File: src/rtl/uart_rx_ram_writer_if.sv
// RAM write-port bundle driven by the UART receiver: word address, word data, 1-cycle strobe.
interface uart_rx_ram_writer_if #(
    parameter int ADDR_WIDTH = 8,
    parameter int DATA_WIDTH = 16
);
    logic [ADDR_WIDTH-1:0] waddr;
    logic [DATA_WIDTH-1:0] wdata;
    logic                  wren;

    modport master (output waddr, output wdata, output wren);
    modport slave  (input  waddr, input  wdata, input  wren);
endinterface

File: src/rtl/uart_rx_ram_writer.sv
// 8N1 UART receiver packing bytes little-endian into RAM words with auto-incrementing address.
// Define UART_RX_PARITY_EN to expect an even-parity bit after the data bits (adds parity_err).
module uart_rx_ram_writer #(
    parameter int CLOCK_RATE = 24000000,
    parameter int BAUD_RATE  = 1200,
    parameter int ADDR_WIDTH = 8,
    parameter int DATA_WIDTH = 16
) (
    input  logic                 clk,
    input  logic                 rst_n,
    input  logic                 ser_rx,
    uart_rx_ram_writer_if.master ram,
    output logic [7:0]           rx_byte,
    output logic                 rx_valid,
    output logic                 frame_err,
`ifdef UART_RX_PARITY_EN
    output logic                 parity_err,
`endif
    output logic                 wrapped
);
    localparam int CLKS_PER_BIT   = CLOCK_RATE / BAUD_RATE;
    localparam int BYTES_PER_WORD = DATA_WIDTH / 8;
    localparam int TW             = $clog2(CLKS_PER_BIT);
    localparam int KW             = (BYTES_PER_WORD > 1) ? $clog2(BYTES_PER_WORD) : 1;
    localparam logic [TW-1:0] FULL = TW'(CLKS_PER_BIT - 1);
    localparam logic [TW-1:0] HALF = TW'(CLKS_PER_BIT / 2 - 1);
    localparam logic [KW-1:0] LAST = KW'(BYTES_PER_WORD - 1);

    typedef enum logic [2:0] {IDLE, START, DATA, PARITY, STOP} state_t;

`ifdef UART_RX_PARITY_EN
    localparam state_t AFTER_DATA = PARITY;
    logic parity_err_q;
`else
    localparam state_t AFTER_DATA = STOP;
`endif

    state_t                state_q;
    logic                  sync1_q, sync2_q, prev_q;
    logic [TW-1:0]         timer_q;
    logic [2:0]            bit_cnt_q;
    logic [7:0]            shift_q;
    logic                  par_bad_q, stop_bad_q;
    logic [KW-1:0]         k_q;
    logic [DATA_WIDTH-1:0] word_q, word_d;
    logic [ADDR_WIDTH-1:0] waddr_q;
    logic [DATA_WIDTH-1:0] wdata_q;
    logic                  wren_q;
    logic [7:0]            rx_byte_q;
    logic                  rx_valid_q, frame_err_q, wrapped_q;

    // Partial word with the incoming byte dropped into lane k.
    always_comb begin
        word_d = word_q;
        for (int l = 0; l < BYTES_PER_WORD; l++)
            if (k_q == KW'(l)) word_d[l*8 +: 8] = shift_q;
    end

    always_ff @(posedge clk or negedge rst_n) begin
        if (!rst_n) begin
            state_q     <= IDLE;
            sync1_q     <= 1'b1;
            sync2_q     <= 1'b1;
            prev_q      <= 1'b1;
            timer_q     <= '0;
            bit_cnt_q   <= '0;
            shift_q     <= '0;
            par_bad_q   <= 1'b0;
            stop_bad_q  <= 1'b0;
            k_q         <= '0;
            word_q      <= '0;
            waddr_q     <= '0;
            wdata_q     <= '0;
            wren_q      <= 1'b0;
            rx_byte_q   <= '0;
            rx_valid_q  <= 1'b0;
            frame_err_q <= 1'b0;
            wrapped_q   <= 1'b0;
`ifdef UART_RX_PARITY_EN
            parity_err_q <= 1'b0;
`endif
        end else begin
            sync1_q    <= ser_rx;
            sync2_q    <= sync1_q;
            prev_q     <= sync2_q;
            rx_valid_q <= 1'b0;
            wren_q     <= 1'b0;
            // Address advances the cycle after the write so the strobe sees the old address.
            if (wren_q) begin
                waddr_q <= waddr_q + 1'b1;
                if (&waddr_q) wrapped_q <= 1'b1;
            end
            if (timer_q != '0) timer_q <= timer_q - 1'b1;
            case (state_q)
                IDLE: begin
                    if (prev_q && !sync2_q) begin
                        state_q <= START;
                        timer_q <= HALF;
                    end
                end
                START: begin
                    if (timer_q == '0) begin
                        if (!sync2_q) begin
                            state_q    <= DATA;
                            timer_q    <= FULL;
                            bit_cnt_q  <= '0;
                            par_bad_q  <= 1'b0;
                            stop_bad_q <= 1'b0;
                        end else begin
                            state_q <= IDLE;
                        end
                    end
                end
                DATA: begin
                    if (timer_q == '0) begin
                        shift_q   <= {sync2_q, shift_q[7:1]};
                        timer_q   <= FULL;
                        bit_cnt_q <= bit_cnt_q + 1'b1;
                        if (bit_cnt_q == 3'd7) state_q <= AFTER_DATA;
                    end
                end
`ifdef UART_RX_PARITY_EN
                PARITY: begin
                    if (timer_q == '0) begin
                        if (sync2_q != ^shift_q) begin
                            par_bad_q    <= 1'b1;
                            parity_err_q <= 1'b1;
                        end
                        timer_q <= FULL;
                        state_q <= STOP;
                    end
                end
`endif
                STOP: begin
                    // After a bad stop bit, hold here until the line returns high.
                    if (stop_bad_q) begin
                        if (sync2_q) state_q <= IDLE;
                    end else if (timer_q == '0) begin
                        if (!sync2_q) begin
                            frame_err_q <= 1'b1;
                            stop_bad_q  <= 1'b1;
                        end else begin
                            state_q <= IDLE;
                            if (!par_bad_q) begin
                                rx_byte_q  <= shift_q;
                                rx_valid_q <= 1'b1;
                                if (k_q == LAST) begin
                                    wren_q  <= 1'b1;
                                    wdata_q <= word_d;
                                    k_q     <= '0;
                                end else begin
                                    word_q <= word_d;
                                    k_q    <= k_q + 1'b1;
                                end
                            end
                        end
                    end
                end
                default: state_q <= IDLE;
            endcase
        end
    end

    assign ram.waddr = waddr_q;
    assign ram.wdata = wdata_q;
    assign ram.wren  = wren_q;
    assign rx_byte   = rx_byte_q;
    assign rx_valid  = rx_valid_q;
    assign frame_err = frame_err_q;
    assign wrapped   = wrapped_q;
`ifdef UART_RX_PARITY_EN
    assign parity_err = parity_err_q;
`endif
endmodule

File: src/flat_wrapper.sv
// flat-port wrapper written by rule: the top's interface ports become plain ports
module uart_rx_ram_writer_flat 
#(
    parameter int CLOCK_RATE = 24000000,
    parameter int BAUD_RATE  = 1200,
    parameter int ADDR_WIDTH = 8,
    parameter int DATA_WIDTH = 16
)
  (clk, rst_n, ser_rx, rx_byte, rx_valid, frame_err, wrapped, ram_waddr, ram_wdata, ram_wren);
  uart_rx_ram_writer_if #(.ADDR_WIDTH(ADDR_WIDTH), .DATA_WIDTH(DATA_WIDTH)) ram_i ();
  input  logic clk;
  input  logic rst_n;
  input  logic ser_rx;
  output logic [7:0] rx_byte;
  output logic rx_valid;
  output logic frame_err;
  output logic wrapped;
  output wire logic [$bits(ram_i.waddr)-1:0] ram_waddr;
  output wire logic [$bits(ram_i.wdata)-1:0] ram_wdata;
  output wire logic [$bits(ram_i.wren)-1:0] ram_wren;
  assign ram_waddr = ram_i.waddr;
  assign ram_wdata = ram_i.wdata;
  assign ram_wren = ram_i.wren;
  uart_rx_ram_writer #(.CLOCK_RATE(CLOCK_RATE), .BAUD_RATE(BAUD_RATE), .ADDR_WIDTH(ADDR_WIDTH), .DATA_WIDTH(DATA_WIDTH)) u_core (.clk(clk), .rst_n(rst_n), .ser_rx(ser_rx), .ram(ram_i), .rx_byte(rx_byte), .rx_valid(rx_valid), .frame_err(frame_err), .wrapped(wrapped));
endmodule
File: config.mk
export PLATFORM = sky130hd
export DESIGN_NAME = uart_rx_ram_writer_flat
export DESIGN_NICKNAME = d
export VERILOG_FILES = /design/src/rtl/uart_rx_ram_writer_if.sv /design/src/rtl/uart_rx_ram_writer.sv /design/src/flat_wrapper.sv
export SDC_FILE = /design/constraint.sdc
export NUM_CORES = 1
export LEC_CHECK = 0
export ABC_AREA = 1
export BUFFER_PORTS_ARGS = -buffer_cell sky130_fd_sc_hd__buf_2
export CAP_MARGIN = 20
export CORE_MARGIN = 3
export CORE_UTILIZATION = 35
export CTS_CLUSTER_DIAMETER = 30
export DETAILED_ROUTE_END_ITERATION = 10
export GPL_ROUTABILITY_DRIVEN = 0
export GPL_TIMING_DRIVEN = 0
export PLACE_DENSITY = 0.52
export SLEW_MARGIN = 30
export SYNTH_ARGS = -nofsm -noshare
export SYNTH_HDL_FRONTEND = slang
export SYNTH_SLANG_ARGS = --single-unit
File: constraint.sdc
create_clock -name clk -period 1.6 [get_ports clk]
set_input_delay 0.08 -clock clk [delete_from_list [all_inputs] [get_ports clk]]
set_output_delay 0.08 -clock clk [all_outputs]
set_load 0.02 [all_outputs]
==> impl_metrics.yaml <==
global_routing:
  grt_pass1_wl_um: 13800
  grt.overflow.total: 0
  grt_max_degree: 51
  grtUsageTotal_pct: 15.2
  grt_pass1_vias: 2853
  antenna_found_initial: 0
run_status:
  failed_checks: "negative setup slack"
  outcome: "finished with violations"
detailed_routing:
  vias: 2943
  wl_um: 8290
  drc: 0
  drtIter0Drc: 111
  first_pass_iters: 4
  via_per_inst: 4.61
  wl_per_cell_um: 13.0
  ant_nets: 0
floorplan:
  initial_core_util_pct: 36.4
  die_area_sq_um: 11500
  core_area_sq_um: 9860
  ioPinCount: 39
  dieWidth_um: 107
  die_h_um: 107
  rows: 36
timing:
  clock_skew_ns: 0.00848
  finalCritPeriodShare_pct: 103
  setup_viol: 18
  post-route-min-period_ns: 1.64
  worst_slack_ns: -0.0431
  max_slew_margin_pct: 61.2
  max_freq_ghz: 0.609
  finalHoldViolations: 0
  timing.hold.ws_ns: 0.165
  final.setup.tns_ns: -0.403
  rsz0062_at_grt: "yes"
  tightest_slew_ns: 0.582
  report.final.slew_viol_count: 0
worst_setup_path:
  cp_data_arrival_time_ns: 1.89
  worstSetupPathType: "flip-flop to flip-flop"
  crit_required_ns: 1.84
  worstSetupStartpointType: "flip-flop"
  r2r_cells: 9
  reg2reg_slack_ns: -0.04
  endpoint_kind: "flip-flop"
  path_max_fanout: 5
place:
  place_area_sq_um: 4010
  io_buffers: 38
  dp_hpwl_um: 5520
clocking:
  cts_tree: "yes"
  cts_root_buf: "clkbuf_8"
  clk_pin_slew_ns: 0.08
  clock_sinks: 78
  h-tree-depth: 3
  clk_latency_ns: 0.35
  cts_buffers: 9
  clk_path_buf_depth: 2
yosys:
  netlist_instances: 416
  yosysSeqAreaShare_pct: 54.5
  avgSynthCellArea_sq_um: 8.62
  yosys_warnings: 0
  syn-num-nets: 425
  ys_ff_latch: 78
  netlist_area_sq_um: 3590
  synth_cell_types: 31
finish:
  nNetsFinal: 510
  final_common_cell: "nand2_1"
  area_delta_synth_final_pct: 30.9
  design_area_sq_um: 4700
  final_cell_mix: "nand2_1 (125), dfrtp_1 (74), buf_2 (39)"
  final_util_pct: 47.6
  drive_gt1_share_pct: 31.2
  diodes: 0
pwr:
  leakagePower_nw: 2.52
  irDropWorstVdd_v: 0.000504
  p_per_area_nw_per_um2: 1150
min_path:
  hold_path_class: "input pin to asynchronous set/reset pin"
run:
  cap_violations: 0
## synth_stat cells, drive strengths merged
| cell type | count | share of area [%] |
|---|---|---|
| buf | 6 | 1.0 |
| nand4 | 5 | 1.0 |
| nor2 | 39 | 5.6 |
| a31o | 2 | 0.49 |
| dfstp | 3 | 2.2 |
| a21oi | 3 | 0.42 |
| dfrtp | 75 | 52 |
| nand3b | 4 | 0.84 |
| nand3 | 38 | 5.7 |
| o31ai | 3 | 0.63 |
| or2 | 3 | 0.52 |
| nand2 | 146 | 16 |
| o21ai | 24 | 3.5 |
| mux2 | 1 | 0.31 |
| clkinv | 1 | 0.10 |
| ha | 6 | 2.1 |
| nor3 | 3 | 0.42 |
| inv | 40 | 4.2 |
| clkbuf | 2 | 0.21 |
| xor2 | 12 | 2.9 |
## critical path: stages, from the launching register on
cell and delay, ns:
dfrtp_1 0.44, nor2_2 0.20, nand2_4 0.11, nor2_4 0.14
nand3_4 0.10, nor2_4 0.14, nand3_4 0.13, buf_6 0.17
nand2_1 0.05, nand2_1 0.05
## kinds of logic (layout without fill, tap and decap cells)
| group | count (synthesis) | in the layout | share of synthesized area [%] |
|---|---|---|---|
| DFF | 78 | 78 | 54.5 |
| adders and majority gates | 6 | 6 | 2.09 |
| xor gates and xnor gates | 12 | 12 | 2.93 |
| buffers and inverters | 49 | 139 | 5.51 |
| and+or+nand+nor | 238 | 238 | 29.6 |
| muxes | 1 | 1 | 0.314 |
| AOI/OAI and AO/OA | 32 | 32 | 4.99 |
## metrics by stage
| step | std cells | worst slack (ns) | power (mW) |
|---|---|---|---|
| after floorplan | 416 | 0.00296 | 3.20 |
| after global placement | 587 | -0.368 | 3.47 |
| after detailed placement | 588 | -0.352 | 3.51 |
| after CTS | 629 | -0.0320 | 5.26 |
| after global routing | 639 | -0.155 | 5.80 |
| final | 639 | -0.0431 | 5.41 |
## layout make-up
cell class	instances	area (sq um)
clock buffers	9	124
plain buffers	7	58.8
flip-flops and latches	78	1960
fillers	955	5170
repair buffers	75	518
multi-input cells	289	1630
well taps	133	166
inverters	41	156
clock inverters	7	82.6
## layer usage
metal	GRT usage, %	up-vias	wire length (um)
met2	23.4	41	3910
met4	3.29	0	78
li1	-	1491	-
met1	21.3	1405	3990
met3	4.33	6	310
met5	0	-	0
## sequential cells by signal (all words and copies together), names as in the netlist
register / cells
u_core.sync2_q: 1
u_core.shift_q: 8
u_core.ram.wren: 1
u_core.ram.waddr: 8
u_core.rx_byte: 8
u_core.prev_q: 1
u_core.wrapped: 1
u_core.timer_q: 15
u_core.k_q: 1
u_core.sync1_q: 1
u_core.ram.wdata: 16
u_core.frame_err: 1
u_core.rx_valid: 1
u_core.bit_cnt_q: 3
u_core.state_q: 3
u_core.stop_bad_q: 1
u_core.word_q: 8
## where the power goes
| group | internal (mW) | switching, mW | leakage [nW] |
|---|---|---|---|
| clock network | 0.745 | 0.796 | 0.103 |
| logic | 0.612 | 0.954 | 1.37 |
| registers | 2.14 | 0.168 | 1.04 |
| total | 3.49 | 1.92 | 2.52 |
## worst paths after layout
kind / to / from
min in group clk: u_core.sync2_q / u_core.sync1_q
max in group asynchronous: u_core.ram.wdata[6] / rst_n
worst max-delay path: u_core.ram.wdata[6] / u_core.timer_q[5]
worst max register to register: u_core.ram.wdata[6] / u_core.timer_q[5]
worst min register to register: u_core.sync2_q / u_core.sync1_q
worst min-delay path: u_core.timer_q[9] / rst_n
## what timing repair did
item / in CTS / in global routing
gates resized for setup: 38 / 27
gates cloned: 1 / 1
pin swaps: 17 / 20
endpoints found under the hold margin: 79 / 0
buffers inserted: 23 / 9
endpoints found under the setup margin: 61 / 60
hold buffers: 2 / 0
No activity file was read; power rests on OpenSTA's default activity.
